==> src/rtl/servo_frame_gen.sv <==
// Servo frame timebase: a prescaled tick counter that wraps every frame, plus a
// clamped, slew-limited pulse-width setpoint that only moves on frame boundaries.
module servo_frame_gen #(
  parameter int CLK_HZ      = 100_000_000,
  parameter int TICK_HZ     = 1_000_000,
  parameter int FRAME_TICKS = 20000,
  parameter int PULSE_MIN   = 1000,
  parameter int PULSE_SPAN  = 1000,
  parameter int SLEW_STEP   = 50
) (
  input  logic        clk,
  input  logic        rst,
  input  logic        en,
  input  logic [9:0]  spi_data,
  input  logic        spi_valid,
  output logic [14:0] cntr_val,
  output logic [10:0] x_val,
  output logic        frame_start,
  output logic        slewing
);

  localparam int PRESC = CLK_HZ / TICK_HZ;
  localparam int PW    = $clog2(PRESC);

  localparam logic [PW-1:0] PRESC_LAST = PW'(PRESC - 1);
  localparam logic [14:0]   CNTR_LAST  = 15'(FRAME_TICKS - 1);
  localparam logic [11:0]   P_MIN      = 12'(PULSE_MIN);
  localparam logic [11:0]   P_SPAN     = 12'(PULSE_SPAN);
  localparam logic [11:0]   P_STEP     = 12'(SLEW_STEP);
  localparam logic [11:0]   P_MID      = 12'(PULSE_MIN + PULSE_SPAN / 2);

  logic [PW-1:0] presc_q, presc_d;
  logic [14:0]   cntr_q, cntr_d;
  logic          frame_start_q, frame_start_d;
  logic [11:0]   target_q, target_d;
  logic [11:0]   x_q, x_d;
  logic          slewing_q, slewing_d;

  logic          tick;
  logic          boundary;
  logic [11:0]   raw_ext;
  logic [11:0]   raw_clamped;

  assign tick        = en && (presc_q == PRESC_LAST);
  assign boundary    = tick && (cntr_q == CNTR_LAST);
  assign raw_ext     = {2'b00, spi_data};
  assign raw_clamped = (raw_ext > P_SPAN) ? P_SPAN : raw_ext;

  // The slew decision reads target_q, so a sample landing on the boundary
  // edge is only captured here and takes effect one frame later.
  always_comb begin
    presc_d       = presc_q;
    cntr_d        = cntr_q;
    frame_start_d = 1'b0;
    target_d      = target_q;
    x_d           = x_q;
    slewing_d     = (target_q != x_q);

    if (en) begin
      presc_d = tick ? '0 : presc_q + PW'(1);
    end

    if (tick) begin
      cntr_d = boundary ? '0 : cntr_q + 15'd1;
    end

    if (boundary) begin
      frame_start_d = 1'b1;
      if (target_q > x_q + P_STEP) begin
        x_d = x_q + P_STEP;
      end else if (target_q + P_STEP < x_q) begin
        x_d = x_q - P_STEP;
      end else begin
        x_d = target_q;
      end
    end

    if (spi_valid) begin
      target_d = P_MIN + raw_clamped;
    end
  end

  always_ff @(posedge clk or negedge rst) begin
    if (!rst) begin
      presc_q       <= '0;
      cntr_q        <= '0;
      frame_start_q <= 1'b0;
      target_q      <= P_MID;
      x_q           <= P_MID;
      slewing_q     <= 1'b0;
    end else begin
      presc_q       <= presc_d;
      cntr_q        <= cntr_d;
      frame_start_q <= frame_start_d;
      target_q      <= target_d;
      x_q           <= x_d;
      slewing_q     <= slewing_d;
    end
  end

  assign cntr_val    = cntr_q;
  assign x_val       = x_q[10:0];
  assign frame_start = frame_start_q;
  assign slewing     = slewing_q;

endmodule

==> config.mk <==
export PLATFORM = sky130hd
export DESIGN_NAME = servo_frame_gen
export DESIGN_NICKNAME = d
export VERILOG_FILES = /design/src/rtl/servo_frame_gen.sv
export SDC_FILE = /design/constraint.sdc
export NUM_CORES = 1
export LEC_CHECK = 0
export BUFFER_PORTS_ARGS = -buffer_cell sky130_fd_sc_hd__buf_4
export CORE_AREA = 2 2 84 86
export DETAILED_ROUTE_END_ITERATION = 16
export DIE_AREA = 0 0 86 88
export PLACE_DENSITY = 0.86
export RECOVER_POWER = 50
export SYNTH_ARGS = -nofsm -noshare
export SYNTH_HDL_FRONTEND = slang
export SYNTH_SLANG_ARGS = --single-unit
==> constraint.sdc <==
create_clock -name clk -period 4.2 [get_ports clk]
set_clock_uncertainty 0.15 [all_clocks]
set_input_delay 0.42 -clock clk [delete_from_list [all_inputs] [get_ports clk]]
set_output_delay 0.42 -clock clk [all_outputs]
set_load 0.02 [all_outputs]
==> impl_metrics.ini <==
[outcome]
outcome = finished, violations left
violations_in_the_final_reports = max-capacitance violations, max-slew violations

[global_route]
grt_usage_pct = 22.3
global_route.overflow_total = 0
grt_pass1_vias = 2860
pin_count_of_the_biggest_net_entering_global_routing = 48
antenna_found_initial = 0
global_route_wire_length_before_repair_um = 13600

[logic_synthesis]
ys_warn_count = 0
synth.largest_area_cell = sky130_fd_sc_hd__dfrtp_1
synth_sequential_area_ratio_pct = 33.9
synthesis.instances = 395
synthesis.nets = 437
synthArstFlopShare_pct = 100
synth_seq_cells = 47
synth.top_cells.by_area = sky130_fd_sc_hd__dfrtp_1 (23%), sky130_fd_sc_hd__dfstp_2 (10%), sky130_fd_sc_hd__ha_1 (9.9%), sky130_fd_sc_hd__xnor2_1 (8.0%), sky130_fd_sc_hd__xor2_1 (5.2%)
dominantRegCellSynth = sky130_fd_sc_hd__dfrtp_1
synth.cell_area_mm2 = 0.00352
synth.avg_cell_area_um2 = 8.92
post-synth-top-count-cell = sky130_fd_sc_hd__dfrtp_1
yosys-top-cells-count = sky130_fd_sc_hd__dfrtp_1 (33), sky130_fd_sc_hd__xnor2_1 (32), sky130_fd_sc_hd__nor2_1 (30), sky130_fd_sc_hd__ha_1 (28), sky130_fd_sc_hd__nand2_1 (23)
synthDominantCellAreaShare_pct = 23.4
synth_edf_count = 0
synthDistinctLibCells = 50

[clock_network]
later_pin_clock_latency_in_the_skew_report_ns = 0.31
cts_max_path_buffers = 2
h-tree-depth = 2
cts_root_buffer = sky130_fd_sc_hd__clkbuf_8
number_of_buffers_added_by_the_clock_tree_synthesis_step = 5
path_clk_slew_ns = 0.09
cts_resized = 0
cts_tree = yes
cts_num_sinks = 47

[critical_path]
worstSetupEndpointType = register
rrSetupSlack_ns = 0.36
critical_path.reg2reg.endpoint = x_q[6]$_DFFE_PN1P_
r2r_start = x_q[3]$_DFFE_PN1P_
critical-path-slowest-cell = sky130_fd_sc_hd__dfstp_2
timing.critical_path.buf_inv = 0
worst_ep_required_time_ns = 4.29
critical_path.cell_chain = and3_1 -> nor3_1 -> nor4_1 -> xnor2_1 -> ha_1 -> nand3_1 -> o211ai_1 -> a31oi_1 -> a211o_1 -> and2_1 -> a221o_1
worst_ep_arrival_time_ns = 3.93
timing_worst_setup_path_type = reg2reg
cp_slowest_stage_delay_ns = 0.69
worst_setup_path_start_kind = register
cp_top_family = simple AND/OR/NAND/NOR gates
ff2ff_path_depth = 11
critPathMaxFanout = 23

[job]
maxCapViolCount = 1

[sta]
finalCritPeriodShare_pct = 91.4
setup_viol = 0
report.final.hold_viol_count = 0
finalHoldWorstSlack_ns = 0.199
fin_setup_tns_ns = 0
grt_setup_unrepaired = no
final.min_clock_period_ns = 3.84
timing_limited_maximum_frequency_ghz = 0.261
slew-limit-headroom_pct = -61.7
worst_slew_pin_slew_ns = 2.43
maxSlewViolCount = 48

[detailed_routing]
drt_pass1_iterations = 5
drt-vias-per-instance = 6.03
detail_route.iter0.violations = 276
drc = 0
wirelength_um = 8070
wl_per_cell_um = 16.2
ant_nets = 0
number_of_vias_after_detailed_routing = 3009

[cells_and_area]
nNetsFinal = 460
final_area_mm2 = 0.00391
area.growth.synth_to_final_pct = 11.0
antennaDiodeCount = 0
fill_cells = 567
ratio_of_cells_with_drive_above_1_in_the_final_layout_pct = 18.1

[power]
p_leak_nw = 1.73
p_comb_share_pct = 19.4
power_frac_seq_pct = 49.1
power.internal_uw = 802
switching_share_pct = 30.1
switching_power_uw = 345
power.ir.vdd_worst_uv = 139
power.density_mw_per_mm2 = 293
clkPwrFrac_pct = 31.5

[floorplan]
floorplan.core_area_mm2 = 0.00664
die_area_mm2 = 0.00757
floorplan.rows = 30
floorplan.initialDensity_pct = 53.0
floorplan.die.height_um = 88
ioPinCount = 42
die_width_um = 86

[place]
numPortBuffers = 41
dpl_cell_area_mm2 = 0.00380
place_hpwl_um = 5880
gp_congestion = 0.937

[min_path]
worstHoldPathCells = 3
min_path_type = in2reg
hold_start = spi_data[2]
worst_hold_path.endpoint = target_q[2]$_DFFE_PN1P_
==> cells in the final DEF, fill, tap and decap left out, types with 10 or more instances in the layout <==
| master | instances |
|---|---|
| sky130_fd_sc_hd__nand3_1 | 17 |
| sky130_fd_sc_hd__dfstp_2 | 13 |
| sky130_fd_sc_hd__xnor2_1 | 32 |
| sky130_fd_sc_hd__a21oi_1 | 21 |
| sky130_fd_sc_hd__nor3_1 | 13 |
| sky130_fd_sc_hd__dfrtp_1 | 33 |
| sky130_fd_sc_hd__nor4_1 | 10 |
| sky130_fd_sc_hd__o21ai_0 | 13 |
| sky130_fd_sc_hd__ha_1 | 28 |
| sky130_fd_sc_hd__nand4_1 | 13 |
| sky130_fd_sc_hd__nand2_1 | 23 |
| sky130_fd_sc_hd__buf_4 | 40 |
| sky130_fd_sc_hd__xor2_1 | 21 |
| sky130_fd_sc_hd__inv_1 | 20 |
| sky130_fd_sc_hd__nor2_1 | 30 |
==> logic make-up after synthesis <==
logic type	count (synthesis)	share of synthesized area, %
multiplexers	9	2.84
buffers and inverters	52	7.00
AO/OA/AOI/OAI	73	13.5
XOR/XNOR	53	13.2
adder cells (fa/ha/maj)	28	9.95
flip-flops	47	33.9
AND/OR/NAND/NOR	133	19.6
==> power groups by stage <==
stage          registers [mW]  logic (mW)  clock network (mW)
2_1_floorplan           0.539       0.180                   0
3_3_place_gp            0.563       0.211                   0
3_5_place_dp            0.568       0.221                   0
4_1_cts                 0.560       0.225               0.368
5_1_grt                 0.571       0.258               0.383
6_report                0.563       0.223               0.362
==> worst reg2reg max path, cell delays in order, from the launching register on <==
cell and delay, ns:
sky130_fd_sc_hd__dfstp_2 0.69, sky130_fd_sc_hd__and3_1 0.30, sky130_fd_sc_hd__nor3_1 0.13, sky130_fd_sc_hd__nor4_1 0.35, sky130_fd_sc_hd__xnor2_1 0.14, sky130_fd_sc_hd__ha_1 0.33, sky130_fd_sc_hd__nand3_1 0.15, sky130_fd_sc_hd__o211ai_1 0.22
sky130_fd_sc_hd__a31oi_1 0.06, sky130_fd_sc_hd__a211o_1 0.54, sky130_fd_sc_hd__and2_1 0.36, sky130_fd_sc_hd__a221o_1 0.35
==> flip-flops by register name, indices dropped and copies added (netlist names) <==
register and flops:
cntr_val 15, x_q 12, target_q 11, frame_start 1, presc_q 7, slewing 1
==> routing by layer <==
metal / GRT usage (%) / wire, um / share of wire, %
met1: 29.2 / 3360 / 42
met5: 0 / 0 / 0
met4: 6.49 / 148 / 1.8
met3: 4.05 / 571 / 7.1
met2: 37.6 / 3990 / 49
==> how the worst max path moves through the flow <==
stage | start | to | slack, ns | depth (start not counted)
global route | x_q[3]$_DFFE_PN1P_ | x_q[3]$_DFFE_PN1P_ | 0.06 | 11
global placement | x_q[3]$_DFFE_PN1P_ | x_q[6]$_DFFE_PN1P_ | 0.48 | 11
detailed placement | x_q[3]$_DFFE_PN1P_ | x_q[6]$_DFFE_PN1P_ | 0.40 | 11
finish | x_q[3]$_DFFE_PN1P_ | x_q[6]$_DFFE_PN1P_ | 0.36 | 11
CTS | x_q[3]$_DFFE_PN1P_ | x_q[6]$_DFFE_PN1P_ | 0.38 | 11
floorplan | target_q[3]$_DFFE_PN1P_ | x_q[8]$_DFFE_PN1P_ | 0.56 | 13
==> repair_timing <==
action,4_1_cts,5_1_grt
buffers inserted,0,0
hold endpoints to repair,33,0
hold buffers,1,0
==> per-stage QoR <==
step / setup WS, ns / power, mW / instances / utilization [%]
detailed placement: 0.402 / 0.790 / 490 / 57.1
CTS: 0.385 / 1.15 / 499 / 59.1
global placement: 0.479 / 0.773 / 490 / 57.1
global route: 0.0560 / 1.21 / 499 / 58.8
finish: 0.362 / 1.15 / 499 / 58.8
floorplan: 0.556 / 0.719 / 395 / -
==> area by class of cell <==
class | instances | area [um2] | area share, %
multi-input combinational | 296 | 2080 | 53.3
clock buffer | 6 | 82.6 | 2.11
clock inverter | 2 | 38.8 | 0.992
tap | 80 | 100 | 2.56
timing repair buffer | 46 | 329 | 8.42
inverter | 22 | 82.6 | 2.11
sequential | 47 | 1190 | 30.5
(Power assumes the default switching activity.)
